--- src/rtl/poly_stream_loader.sv ---
// Streams one polynomial into NUM_BANKS row-rotated banks, then launches the NTT core and waits for it to finish.
// Optional coefficient range check against Q: define COEF_RANGE_CHECK_EN.
module poly_stream_loader #(
   parameter int DATA_WIDTH = 12,
   parameter int NUM_BANKS  = 8,
   parameter int N          = 256,
   parameter int ADDR_WIDTH = 8,
   parameter int Q          = 3329
) (
   input  logic                            clk,
   input  logic                            rst,
   input  logic                            load_go,
   input  logic                            s_valid,
   output logic                            s_ready,
   input  logic [DATA_WIDTH-1:0]           s_data,
   output logic                            wr_en,
   output logic [ADDR_WIDTH-1:0]           wr_addr,
   output logic [NUM_BANKS*DATA_WIDTH-1:0] wr_data_bus,
   output logic                            ntt_start,
   input  logic                            ntt_finish,
   output logic                            busy,
   output logic                            done,
   output logic                            range_err
);

   localparam int ROWS  = N / NUM_BANKS;
   localparam int COL_W = $clog2(NUM_BANKS);
   localparam int ROW_W = (ROWS > 1) ? $clog2(ROWS) : 1;

   localparam logic [1:0] IDLE      = 2'd0;
   localparam logic [1:0] FILL      = 2'd1;
   localparam logic [1:0] LAUNCH    = 2'd2;
   localparam logic [1:0] WAIT_DONE = 2'd3;

   logic [1:0]                      state;
   logic [COL_W-1:0]                col;
   logic [ROW_W-1:0]                row;
   logic [COL_W-1:0]                row_lo;
   logic [DATA_WIDTH-1:0]           row_buf  [NUM_BANKS];
   logic [DATA_WIDTH-1:0]           full_row [NUM_BANKS];
   logic [NUM_BANKS*DATA_WIDTH-1:0] rotated;
   logic                            hs;
   logic                            row_done;
   logic                            last_row;

   assign s_ready  = (state == FILL);
   assign busy     = (state != IDLE);
   assign hs       = s_valid & s_ready;
   assign row_done = hs && (col == COL_W'(NUM_BANKS - 1));
   assign last_row = (row == ROW_W'(ROWS - 1));
   assign row_lo   = COL_W'(row);

   // The completing coefficient bypasses the buffer so the row is written the very next cycle.
   always_comb begin
      rotated = '0;
      for (int c = 0; c < NUM_BANKS; c++) begin
         full_row[c] = (c == NUM_BANKS - 1) ? s_data : row_buf[c];
      end
      for (int b = 0; b < NUM_BANKS; b++) begin
         rotated[b*DATA_WIDTH +: DATA_WIDTH] = full_row[COL_W'(b) - row_lo];
      end
   end

   // NOTE: the row buffer is deliberately not reset; a partial row is never written out, so stale contents are harmless.
   always_ff @(posedge clk) begin
      if (hs) row_buf[col] <= s_data;
   end

   // NOTE: all sequential state uses non-blocking assignments so every register samples pre-edge values.
   always_ff @(posedge clk or negedge rst) begin
      if (!rst) begin
         state       <= IDLE;
         col         <= '0;
         row         <= '0;
         wr_en       <= 1'b0;
         wr_addr     <= '0;
         wr_data_bus <= '0;
         ntt_start   <= 1'b0;
         done        <= 1'b0;
      end else begin
         wr_en     <= 1'b0;
         ntt_start <= 1'b0;
         done      <= 1'b0;
         case (state)
            IDLE: begin
               if (load_go) begin
                  state <= FILL;
                  row   <= '0;
                  col   <= '0;
               end
            end
            FILL: begin
               if (hs) begin
                  col <= col + 1'b1;
                  if (row_done) begin
                     row         <= row + 1'b1;
                     wr_en       <= 1'b1;
                     wr_addr     <= ADDR_WIDTH'(row);
                     wr_data_bus <= rotated;
                     if (last_row) state <= LAUNCH;
                  end
               end
            end
            LAUNCH: begin
               ntt_start <= 1'b1;
               state     <= WAIT_DONE;
            end
            WAIT_DONE: begin
               if (ntt_finish) begin
                  done  <= 1'b1;
                  state <= IDLE;
               end
            end
            default: state <= IDLE;
         endcase
      end
   end

`ifdef COEF_RANGE_CHECK_EN
   localparam logic [DATA_WIDTH:0] Q_EXT = (DATA_WIDTH + 1)'(Q);

   // Sticky until the next accepted load; out-of-range values are still written unchanged.
   always_ff @(posedge clk or negedge rst) begin
      if (!rst) begin
         range_err <= 1'b0;
      end else if (state == IDLE && load_go) begin
         range_err <= 1'b0;
      end else if (hs && ({1'b0, s_data} >= Q_EXT)) begin
         range_err <= 1'b1;
      end
   end
`else
   assign range_err = 1'b0;
`endif

endmodule

--- config.mk ---
export PLATFORM = sky130hd
export DESIGN_NAME = poly_stream_loader
export DESIGN_NICKNAME = d
export VERILOG_FILES = /design/src/rtl/poly_stream_loader.sv
export SDC_FILE = /design/constraint.sdc
export NUM_CORES = 1
export LEC_CHECK = 0
export CAP_MARGIN = 20
export CORE_ASPECT_RATIO = 0.9
export CORE_MARGIN = 3
export CORE_UTILIZATION = 50
export DETAILED_ROUTE_END_ITERATION = 12
export GPL_TIMING_DRIVEN = 0
export PLACE_DENSITY = 0.73
export SETUP_SLACK_MARGIN = 0.3
export SLEW_MARGIN = 20
export SYNTH_ARGS = -nofsm -noshare
export SYNTH_HDL_FRONTEND = slang
export SYNTH_SLANG_ARGS = --single-unit
--- constraint.sdc ---
create_clock -name clk -period 2.7 [get_ports clk]
set_input_delay 0.81 -clock clk [delete_from_list [all_inputs] [get_ports clk]]
set_output_delay 0.81 -clock clk [all_outputs]
set_load 0.005 [all_outputs]
# After elaboration in Yosys (flattened, before gate mapping)
# Memories as Yosys holds them, arrays and structs flattened.
# Cells that the tools add are included.
[word_totals]
n_memories = 1
output_inout_bits = 110
romBits = 0
ramBits = 96
latch_bits = 0
regBits = 114
word_cells = 99
[classes]
n_reduce_logical = 8
shift = 0
multipliers = 0
eq_ne = 10
magnitude_cmp = 8
div = 0
n_addsub = 10
n_mux = 45
n_bitwise = 9
[mem_list]
columns = ["name", "depth", "width", "read_ports", "rd_clocked_by_memory_dff", "wr", "line", "rtl"]
rows = [
  ["row_buf", 8, 12, 7, 0, 1, "39", "logic [DATA_WIDTH-1:0] row_buf [NUM_BANKS];"],
]
[ops]
columns = ["op", "count"]
rows = [
  ["12-bit binary-select mux with 3-bit select", 8],
  ["12-bit 2-to-1 mux", 16],
  ["4-bit >= comparator, second input constant", 8],
  ["3-bit inverter with 4-bit output", 8],
  ["5-bit 2-to-1 mux", 3],
  ["3-bit subtractor, first input constant", 4],
  ["2-bit 2-to-1 mux", 5],
  ["5-bit case mux with 2 select lines", 1],
  ["1-bit 2-to-1 mux", 8],
  ["2-bit case mux with 4 select lines", 1],
  ["3-bit 2-to-1 mux", 2],
  ["2-bit by 1-bit inequality test with 1-bit output, second input constant", 3],
  ["3-bit case mux with 2 select lines", 1],
  ["3-bit AND reduction", 2],
  ["1-bit by 3-bit subtractor with 3-bit output, first input constant", 2],
  ["2-bit by 3-bit subtractor with 3-bit output, first input constant", 2],
  ["5-bit by 1-bit adder with 5-bit output, second input constant", 1],
  ["5-bit equality test, second input constant", 1],
  ["5-bit AND reduction", 1],
  ["2-bit equality test, second input constant", 2],
  ["2-bit inequality test, second input constant", 2],
  ["4-bit AND reduction", 1],
  ["2-bit nonzero test", 2],
  ["3-bit by 1-bit adder with 3-bit output, second input constant", 1],
  ["other kinds (5)", 5],
]

# Logic depth before layout (Yosys ltp)
# Gate-level depths: netlist (run 1).
[logic_depth]
word_depth = 6
depth_mapped = 12
depth_no_buf = 7

# Least setup slack after synthesis (run 1)
# Ideal clock, no wire load.
[synth_timing]
path_kind = "in2reg"
from = "in s_valid"
to = "mem row_buf[3][0] (enable)"
path_buffers = 1
setup_time_ps = 396
slack_ps = 236
required_ps = 2304
cell_stages = 3
arrival_time_ps = 2068
path_cell_list = "clkbuf_1 -> nand2_1 -> nor3_1"
[synth_via]
elab_chain_cells = 3
[synth_lines]
columns = ["item", "line", "rtl"]
rows = [
  ["start, declared", "13", "input logic s_valid,"],
  ["1-bit bitwise AND", "48", "assign hs = s_valid & s_ready;"],
  ["1-bit 2-to-1 mux", "66", "if (hs) row_buf[col] <= s_data;"],
  ["1-bit 2-to-1 mux (not written as such)", "66", ""],
  ["end, declared", "39", ""],
]
# Every way passes these cells.

# Worst setup path after layout (run 1)
[layout_timing]
from = "reg row[1]"
to = "reg wr_data_bus[27]"
[layout_via]
elab_chain_cells = 5
[layout_lines]
columns = ["item", "line", "rtl"]
rows = [
  ["start, declared", "37", "logic [ROW_W-1:0] row;"],
  ["start signal, assigned", "96", "row <= row + 1'b1;"],
  ["2-bit by 3-bit subtractor with 3-bit output", "60", "rotated[b*DATA_WIDTH +: DATA_WIDTH] = full_row[COL_W'(b) - row_lo];"],
  ["3-bit inverter with 4-bit output (not written as such)", "60", ""],
  ["12-bit binary-select mux with 3-bit select", "60", ""],
  ["12-bit 2-to-1 mux (not written as such) (2 in a row)", "60", ""],
  ["end signal, assigned", "99", "wr_data_bus <= rotated;"],
  ["end, declared", "18", "output logic [NUM_BANKS*DATA_WIDTH-1:0] wr_data_bus,"],
]
# Every way passes these cells. The select of a mux whose other input is x is not followed.
# A chain may end at the register's enable or synchronous reset.

==> results of run 1 <==
power groups by stage:
stage,registers (mW),logic (mW),clock network [mW]
after global placement,4.65,7.23,0
after detailed placement,4.68,7.28,0
after floorplan,4.55,4.14,0
after global routing,4.71,8.51,2.79
final,4.64,8.11,2.67
after CTS,4.61,7.70,2.67
worst max-delay path, stage by stage (launching register included):
cell and delay [ps]:
dfrtp_1 370, buf_6 130, buf_12 100, buf_12 90, clkinvlp_4 140, ha_4 300
buf_8 130, buf_12 140, buf_12 140, mux2i_1 230, nand2_1 150, o22ai_2 210
o31ai_1 90
sequential cells by signal, summed over array words and instances (netlist names):
register and count:
ntt_start 1, row 5, wr_data_bus 96, wr_addr 5, col 3, state 2, wr_en 1, row_buf 84
done 1
synth_stat cells (2+ instances only):
library cell / count
o22ai_1: 193
mux2_2: 168
nand2_1: 146
dfrtp_1: 114
o31ai_1: 94
edfxtp_1: 84
buf_2: 40
clkbuf_1: 29
mux2i_1: 26
buf_4: 17
ha_1: 10
nor2_1: 9
nor3_1: 8
a21oi_1: 7
buf_6: 7
nand2b_1: 5
a31oi_1: 4
and3_1: 4
inv_1: 4
nand2_2: 4
nand3_1: 4
nor2b_1: 4
o21ai_0: 4
o221ai_1: 3
buf_1: 2
inv_2: 2
nand2_4: 2
o31ai_2: 2
or2_2: 2
xnor2_4: 2
worst paths after layout:
path                                        startpoint                           to  slack (ps)  cells past startpoint
setup / recovery                    row[1]$_DFFE_PN0P_  wr_data_bus[27]$_DFFE_PN0P_         330                     12
max in group asynchronous                          rst  wr_data_bus[20]$_DFFE_PN0P_        1710                      2
setup reg to reg                    row[1]$_DFFE_PN0P_  wr_data_bus[27]$_DFFE_PN0P_         330                     12
min in group clk           wr_data_bus[75]$_DFFE_PN0P_  wr_data_bus[75]$_DFFE_PN0P_         480                      2
hold reg to reg            wr_data_bus[75]$_DFFE_PN0P_  wr_data_bus[75]$_DFFE_PN0P_         480                      2
hold / removal                                     rst  wr_data_bus[34]$_DFFE_PN0P_         270                      1
timing repair:
item | CTS | global route
setup endpoints to repair | 163 | 72
cloned | 0 | 2
resized for setup | 57 | 32
pin swaps | 8 | 3
buffers inserted | 16 | 5
endpoints found under the hold margin | 0 | 0
routing by layer:
| layer | GRT usage (%) | wire, µm | up-vias |
|---|---|---|---|
| met5 | 0 | 0 | - |
| li1 | - | - | 4260 |
| met2 | 53.22 | 19410 | 878 |
| met1 | 51.89 | 18120 | 4969 |
| met3 | 11.38 | 6117 | 158 |
| met4 | 14.80 | 2016 | 0 |
cells in the final DEF (no fill, tap or decap), types with 6 or more instances in the layout:
| cell | Yosys | layout |
|---|---|---|
| o22ai_1 | 193 | 177 |
| mux2_2 | 168 | 168 |
| nand2_1 | 146 | 145 |
| clkdlybuf4s50_1 | 0 | 118 |
| dfrtp_1 | 114 | 114 |
| o31ai_1 | 94 | 94 |
| edfxtp_1 | 84 | 84 |
| buf_4 | 17 | 33 |
| buf_2 | 40 | 32 |
| mux2i_1 | 26 | 26 |
| clkbuf_2 | 0 | 19 |
| clkbuf_16 | 0 | 19 |
| o22ai_2 | 0 | 14 |
| buf_6 | 7 | 11 |
| buf_12 | 0 | 10 |
| clkbuf_1 | 29 | 9 |
| ha_1 | 10 | 9 |
| nor2_1 | 9 | 8 |
| a21oi_1 | 7 | 7 |
| nor3_4 | 0 | 6 |
cells by family (layout without fill, tap and decap cells):
family                     Yosys count  count (layout)  synth area share (%)
xor gates and xnor gates             5               5                0.9625
AOI/OAI and AO/OA                  309             309                 18.40
DFF                                198             198                 48.08
muxes                              195             195                 19.35
buffers and inverters              102             280                 4.913
other                                1               5               0.03354
and+or+nand+nor                    190             190                 7.151
adders and majority gates           10              10                 1.119
cell type report:
class,count,share of cell area (%)
clock inverter,15,1.345
sequential,198,38.27
tap,291,2.592
clock buffer,17,3.029
antenna,1,0.01782
inverter,7,0.2316
buffer,95,4.748
multi-input combinational,713,39.00
timing repair buffer,146,10.76
==> results.sh, run 1 <==
export IMPL_status="complete, no violations"
export IMPL_h_tree_depth=4
export IMPL_core_um2=21820
export IMPL_setup_viol=0
export IMPL_fin_total_pwr_mw=15.42
export IMPL_final_cells=1483
export IMPL_post_route_util_pct=64.36
export IMPL_synth_area_leaders="dfrtp_1 (26%), edfxtp_1 (23%), mux2_2 (17%)"
export IMPL_synth_area_um2=11180
export IMPL_gp_congestion=0.9855
export IMPL_synth_avg_cell_area_um2=11.07
export IMPL_grt_setup_unrepaired="true"
export IMPL_fillers=1717
export IMPL_first_iter_violations=1459
export IMPL_dp_cells=1427
export IMPL_clk_path_buf_depth=2
export IMPL_insertion_delay_ps=450
export IMPL_area_growth_pct=25.62
export IMPL_postSynthCellCount=1010
export IMPL_clkPwrFrac_pct=17.3
export IMPL_post_route_min_period_ps=2368
export IMPL_final_hold_viol_count=0
export IMPL_tightest_slew_ps=739.0
export IMPL_fmax_mhz=422.4
export IMPL_grt_pass1_wl_um=64530
export IMPL_final_cell_area_um2=14040
export IMPL_end_kind="flop"
export IMPL_internal_power_mw=9.203
export IMPL_die_h_um=147.9
export IMPL_holdWs_ps=269.0
export IMPL_path_class="reg -> reg"
export IMPL_nNetsFinal=1205
export IMPL_pre_cts_ws_ps=-387.0
export IMPL_yosys_warnings=0
export IMPL_setup_ws_ps=332.5
export IMPL_critPathLaunchType="flop"
export IMPL_detailed_place_hpwl_um=32780
export IMPL_ir_worst_vdd_v=0.0005932
export IMPL_place_area_um2=12880
export IMPL_tns_ps=0
export IMPL_drive_gt1_share_pct=29.89
export IMPL_io_buffer_count=121
export IMPL_switching_share_pct=40.32
export IMPL_start_util_pct=51.23
export IMPL_cts_buffers=17
export IMPL_cts_hold_buf=0
export IMPL_path_clk_slew_ps=90
export IMPL_ys_flop_type="dfrtp_1"
export IMPL_maxCapViolations=0
export IMPL_drc=0
export IMPL_seq_area_um2=5375
export IMPL_multi_input_area_um2=5478
export IMPL_fin_crit_sh_pct=87.69
export IMPL_synth_edf_count=84
export IMPL_grt_use_total_pct=36.87
export IMPL_crit_arrival_ps=2680
export IMPL_die_w_um=163.6
export IMPL_ctsRootBufferMaster="clkbuf_16"
export IMPL_netlist_top_cell_by_area="dfrtp_1"
export IMPL_worstHoldPathType="in -> async"
export IMPL_vias=10265
export IMPL_p_leak_nw=5.376
export IMPL_routed_wirelength_um=45660
export IMPL_yosys_register_bits=198
export IMPL_synthArstFlopShare_pct=57.58
export IMPL_gr_total_overflow=0
export IMPL_combPwrFrac_pct=52.6
export IMPL_die_area_um2=24190
export IMPL_cts_sinks=198
export IMPL_yosysSeqAreaShare_pct=48.08
export IMPL_routed_via_density=6.922
export IMPL_cellPowerDensity_nw_per_um2=1098
export IMPL_drtAntennaViolNets=0
export IMPL_dr_pass1_iters=8
export IMPL_seq_power_share_pct=30.1
export IMPL_fin_skew_ps=13.53
export IMPL_netSwitchingPower_mw=6.217
export IMPL_grt_pass1_vias=9795
export IMPL_critPathRequiredTime_ps=3010
export IMPL_crit_fanout=10
export IMPL_maxSlewHeadroom_pct=50.73
export IMPL_antenna_found_initial=3
export IMPL_drv_slew=0
export IMPL_synth_top_cell_area_share_pct=25.51
export IMPL_grt_max_degree=71
export IMPL_pin_count=127
export IMPL_synth_distinct_cells=40
export IMPL_wl_per_cell_um=30.79
export IMPL_rows=51
export IMPL_cts_tree="done"
(Power assumes the default switching activity.)
==> run 2, diff against run 1 <==
--- a/config.mk
+++ b/config.mk
@@ -10,7 +10,6 @@
 export CORE_MARGIN = 3
 export CORE_UTILIZATION = 50
 export DETAILED_ROUTE_END_ITERATION = 12
-export GPL_TIMING_DRIVEN = 0
 export PLACE_DENSITY = 0.73
 export SETUP_SLACK_MARGIN = 0.3
 export SLEW_MARGIN = 20
==> run 2 against run 1 <==
  * Die area unchanged
  * Final area decreased by 5.4%
  * First-iteration DRC count is 25% lower
  * Sequential share of layout area is 2.2 points higher
  * Via count decreased by 11%
  * Register-to-register slack gained 50 ps
  * Count of clock-buffer cells in the layout up 4
  * Worst setup slack better by 50 ps
  * Fmax grew 2.2%
  * Clock skew grew 1.8 ps
  * Non-clock buffer count fell by 81
  * Sequential power barely moved
==> results.sh, run 2 (synthesis gave the netlist of run 1 again) <==
export IMPL_status="complete, no violations"
export IMPL_clkPwrFrac_pct=17.9
export IMPL_crit_chain="inv_1, ha_4, xor2_4, nand2_2, o22ai_1, o31ai_1"
export IMPL_drtAntennaViolNets=0
export IMPL_seq_power_share_pct=33.2
export IMPL_cts_sinks=198
export IMPL_met2_usage_pct=39.38
export IMPL_path_clk_slew_ps=80
export IMPL_internal_power_mw=8.777
export IMPL_grt_pass1_vias=8580
export IMPL_tightest_slew_ps=695.9
export IMPL_holdWs_ps=335.1
export IMPL_pin_count=127
export IMPL_critPathSlowestCell="dfrtp_4"
export IMPL_critPathLaunchType="flop"
export IMPL_cts_buffers=17
export IMPL_dr_pass1_iters=5
export IMPL_gr_total_overflow=0
export IMPL_core_um2=21820
export IMPL_cts_tree="done"
export IMPL_drive_gt1_share_pct=24.05
export IMPL_grt_pass1_wl_um=52360
export IMPL_end_kind="flop"
export IMPL_h_tree_depth=4
export IMPL_antenna_cells=0
export IMPL_antenna_found_initial=0
export IMPL_wl_per_cell_um=24.47
export IMPL_die_w_um=163.6
export IMPL_path_class="reg -> reg"
export IMPL_die_area_um2=24190
export IMPL_maxSlewHeadroom_pct=53.50
export IMPL_timing_critical_path_max_delay_family="flip-flops"
export IMPL_cp_num_buf_inv=1
export IMPL_area_growth_pct=18.78
export IMPL_rows=51
export IMPL_grt_use_met1_pct=44.04
export IMPL_detailed_place_hpwl_um=23930
export IMPL_ir_worst_vdd_v=0.0005013
export IMPL_io_buffer_count=122
export IMPL_layout_commonest_cell="o22ai_1"
export IMPL_tns_ps=0
export IMPL_drv_slew=0
export IMPL_setup_viol=0
export IMPL_gr_usage_met3_pct=7.901
export IMPL_clk_path_buf_depth=2
export IMPL_place_area_um2=12660
export IMPL_regMostFlops="wr_data_bus"
export IMPL_netSwitchingPower_mw=5.283
export IMPL_first_iter_violations=1092
export IMPL_final_hold_viol_count=0
export IMPL_largest_register_ff_count=96
export IMPL_vias=9153
export IMPL_nNetsFinal=1124
export IMPL_grt_max_degree=134
export IMPL_crit_arrival_ps=2610
export IMPL_fillers=1785
export IMPL_cts_hold_buf=0
export IMPL_max_stage_delay_ps=510
export IMPL_final_cell_mix="o22ai_1 (193), mux2_2 (168), nand2_1 (145)"
export IMPL_fin_crit_sh_pct=85.82
export IMPL_maxCapViolations=0
export IMPL_top_regs="wr_data_bus x96, row_buf x84"
export IMPL_worstHoldPathType="in -> async"
export IMPL_combPwrFrac_pct=48.8
export IMPL_drc=0
export IMPL_routed_wirelength_um=34280
export IMPL_gp_congestion=0.9621
export IMPL_routed_via_density=6.533
export IMPL_start_util_pct=51.23
export IMPL_grt_use_total_pct=28.54
export IMPL_busiest_layer="met1"
export IMPL_cellPowerDensity_nw_per_um2=1059
export IMPL_post_route_min_period_ps=2317
export IMPL_final_cell_area_um2=13280
export IMPL_critPathRequiredTime_ps=3000
export IMPL_crit_fanout=14
export IMPL_insertion_delay_ps=440
export IMPL_fmax_mhz=431.6
export IMPL_switching_share_pct=37.58
export IMPL_fin_skew_ps=15.32
export IMPL_die_h_um=147.9
export IMPL_grt_setup_unrepaired="true"
export IMPL_p_leak_nw=4.968
export IMPL_post_route_util_pct=60.85
export IMPL_ctsRootBufferMaster="clkbuf_16"
==> run 2: per-layer routing <==
metal  wire length (µm)  vias to the layer above  part of all wire (%)
met1              15450                     4452                    45
met3               3921                       41                    11
li1                   -                     4081                     -
met2              14320                      579                    42
met5                  0                        -                     0
met4                589                        0                   1.7
==> run 2: final cells by class <==
type                    instances  area (µm²)  share of cell area [%]
inverters                       7       26.28                  0.1979
repair buffers                160        1597                   12.02
flip-flops and latches        198        5379                   40.50
clock inverters                11       111.4                  0.8385
well taps                     291       364.1                   2.742
multi-input cells             713        5343                   40.23
clock buffers                  21       460.4                   3.467
==> run 2: worst paths after layout <==
path,startpoint,endpoint,slack [ps],depth (start not counted)
worst max-delay path,row[1]$_DFFE_PN0P_,wr_data_bus[1]$_DFFE_PN0P_,380,6
worst min-delay path,rst,wr_addr[0]$_DFFE_PN0P_,340,1
worst max register to register,row[1]$_DFFE_PN0P_,wr_data_bus[1]$_DFFE_PN0P_,380,6
worst min register to register,wr_data_bus[67]$_DFFE_PN0P_,wr_data_bus[67]$_DFFE_PN0P_,480,2
max in group asynchronous,rst,wr_data_bus[92]$_DFFE_PN0P_,1730,2
min in group clk,wr_data_bus[67]$_DFFE_PN0P_,wr_data_bus[67]$_DFFE_PN0P_,480,2
==> run 2: power groups by stage <==
| stage | logic, mW | clock network (mW) | registers [mW] |
|---|---|---|---|
| floorplan | 4.14 | 0 | 4.55 |
| global placement | 6.57 | 0 | 4.71 |
| detailed placement | 6.65 | 0 | 4.72 |
| finish | 6.87 | 2.52 | 4.67 |
| CTS | 6.74 | 2.55 | 4.66 |
| global route | 7.41 | 2.67 | 4.76 |
==> run 2: timing repair <==
item / in CTS / in global routing
pin swaps: 0 / 1
setup endpoints to repair: 4 / 28
gates resized for setup: 7 / 1
setup buffers: 2 / 1
==> run 2: through the flow <==
step           power (mW)  cells  setup slack (ps)
2_1_floorplan       8.688   1013             410.2
3_3_place_gp        11.29   1366             255.9
3_5_place_dp        11.37   1366             197.3
4_1_cts             13.95   1400             320.7
5_1_grt             14.84   1401             288.1
6_report            14.06   1401             382.8
==> run 3, diff against run 2 <==
--- a/config.mk
+++ b/config.mk
@@ -8,11 +8,12 @@
 export CAP_MARGIN = 20
 export CORE_ASPECT_RATIO = 0.9
 export CORE_MARGIN = 3
-export CORE_UTILIZATION = 50
+export CORE_UTILIZATION = 45
 export DETAILED_ROUTE_END_ITERATION = 12
-export PLACE_DENSITY = 0.73
+export PLACE_DENSITY = 0.67
 export SETUP_SLACK_MARGIN = 0.3
 export SLEW_MARGIN = 20
 export SYNTH_ARGS = -nofsm -noshare
 export SYNTH_HDL_FRONTEND = slang
 export SYNTH_SLANG_ARGS = --single-unit
+export TNS_END_PERCENT = 5
==> run 3 against run 2 <==
  * Cell count up 1.4%
  * Via count is essentially flat
  * First-iteration DRC count is 11% higher
  * Die area rose by 11%
  * Hold slack worse by 26 ps
  * Fmax increased by 1.6%
  * Combinational power barely moved
==> results.sh, run 3 (synthesis gave the netlist of run 1 again) <==
export IMPL_first_iter_violations=1211
export IMPL_fmax_mhz=438.4
export IMPL_dr_pass1_iters=5
export IMPL_end_kind="output pin"
export IMPL_grt_pass1_wl_um=52370
export IMPL_crit_fanout=3
export IMPL_area_growth_pct=18.78
export IMPL_layout_commonest_cell="o22ai_1"
export IMPL_top_regs="wr_data_bus x96, row_buf x84"
export IMPL_tns_ps=0
export IMPL_setup_viol=0
export IMPL_cts_hold_buf=0
export IMPL_cts_buffers=17
export IMPL_cts_tree="done"
export IMPL_largest_register_ff_count=96
export IMPL_io_buffer_count=122
export IMPL_drv_slew=0
export IMPL_core_um2=24320
export IMPL_clk_path_buf_depth=2
export IMPL_die_area_um2=26780
export IMPL_cellPowerDensity_nw_per_um2=1048
export IMPL_antenna_found_initial=0
export IMPL_wl_per_cell_um=24.25
export IMPL_timing_rr_end="wr_data_bus[33]$_DFFE_PN0P_"
export IMPL_gr_total_overflow=0
export IMPL_post_route_util_pct=54.60
export IMPL_final_hold_viol_count=0
export IMPL_path_class="reg -> out"
export IMPL_maxCapViolations=0
export IMPL_seq_power_share_pct=33.8
export IMPL_fin_total_pwr_mw=13.92
export IMPL_path_clk_slew_ps=70
export IMPL_rr_worst_depth=6
export IMPL_netSwitchingPower_mw=5.240
export IMPL_fin_crit_sh_pct=84.49
export IMPL_tightest_slew_ps=626.6
export IMPL_routed_via_density=6.438
export IMPL_routed_wirelength_um=34460
export IMPL_antenna_cells=0
export IMPL_final_cell_mix="o22ai_1 (193), mux2_2 (168), nand2_1 (146)"
export IMPL_die_h_um=155.5
export IMPL_maxSlewHeadroom_pct=58.23
export IMPL_status="complete, no violations"
export IMPL_drtAntennaViolNets=0
export IMPL_pin_count=127
export IMPL_grt_pass1_vias=8626
export IMPL_fin_skew_ps=10.47
export IMPL_dp_cells=1388
export IMPL_nNetsFinal=1127
export IMPL_combPwrFrac_pct=49.1
export IMPL_critPathRequiredTime_ps=1890
export IMPL_cp_startpoint="state[0]$_DFFE_PN0P_"
export IMPL_ctsRootBufferMaster="clkbuf_16"
export IMPL_h_tree_depth=4
export IMPL_cts_sinks=198
export IMPL_regMostFlops="wr_data_bus"
export IMPL_post_route_min_period_ps=2281
export IMPL_pre_cts_ws_ps=234.1
export IMPL_internal_power_mw=8.679
export IMPL_grt_use_total_pct=25.71
export IMPL_detailed_place_hpwl_um=24090
export IMPL_drive_gt1_share_pct=23.54
export IMPL_insertion_delay_ps=440
export IMPL_worstReg2RegStart="row[1]$_DFFE_PN0P_"
export IMPL_drc=0
export IMPL_p_leak_nw=4.968
export IMPL_crit_arrival_ps=1470
export IMPL_clkPwrFrac_pct=17.0
export IMPL_setup_ws_ps=418.8
export IMPL_die_w_um=172.2
export IMPL_worstHoldPathType="in -> async"
export IMPL_start_util_pct=45.97
export IMPL_critPathLaunchType="flop"
export IMPL_grt_max_degree=81
export IMPL_ff2ff_setup_slack_ps=500
export IMPL_vias=9149
export IMPL_ir_worst_vdd_v=0.0005210
export IMPL_gp_congestion=0.9227
export IMPL_final_cells=1421
export IMPL_rows=54
export IMPL_grt_setup_unrepaired="false"
export IMPL_switching_share_pct=37.65
==> run 3: cell types whose count changed in the layout (fill, tap and decap cells not counted), moves of 2 or more <==
cell | before | now
buf_4 | 31 | 33
clkbuf_1 | 2 | 4
clkinv_1 | 1 | 4
buf_12 | 7 | 9
clkbuf_8 | 2 | 0
inv_6 | 3 | 0
inv_8 | 2 | 0
==> run 3: area by class of cell <==
cell class	count	area, µm²
multi-input cells	713	5323
clock inverters	11	86.33
fillers	2080	11040
flip-flops and latches	198	5379
well taps	308	385.4
repair buffers	163	1640
clock buffers	21	440.4
inverters	7	26.28
==> run 3: stage by stage <==
stage / hold WS [ps] / cell area [µm²]
final: 309.6 / 13280
after floorplan: 469.9 / 11200
after detailed placement: 467.5 / 12740
after CTS: 314.9 / 13270
after global placement: 464.8 / 12740
after global routing: 330.5 / 13280
==> run 3: critical path: stages (launching register included) <==
cell and delay [ps]:
dfrtp_1 410, inv_1 100, ha_1 190, inv_1 70, dlygate4sd2_1 260
==> run 3: worst max path at each step <==
stage | endpoint | slack, ps
detailed placement | wr_data_bus[8]$_DFFE_PN0P_ | 230
finish | busy | 420
global route | busy | 330
global placement | wr_data_bus[7]$_DFFE_PN0P_ | 280
floorplan | row_buf[1][0]$_DFFE_PP_ | 240
CTS | s_ready | 250
==> run 3: per-layer routing <==
layer | vias to the layer above | track usage (%) | wire length (µm)
met3 | 44 | 6.055 | 3601
li1 | 4095 | - | -
met5 | - | 0 | 0
met4 | 0 | 6.994 | 626
met1 | 4467 | 40.58 | 15790
met2 | 543 | 35.21 | 14450
==> run 3: power by group through the flow <==
stage	registers [mW]	clock network [mW]	logic [mW]
3_3_place_gp	4.76	0	6.63
2_1_floorplan	4.55	0	4.12
3_5_place_dp	4.75	0	6.73
4_1_cts	4.71	2.39	6.77
5_1_grt	4.80	2.52	7.38
6_report	4.71	2.37	6.84
==> run 3: repair_timing <==
item	CTS	global route
pin swaps	0	0
setup buffers	0	1
gates resized for setup	1	2
setup endpoints to repair	2	1
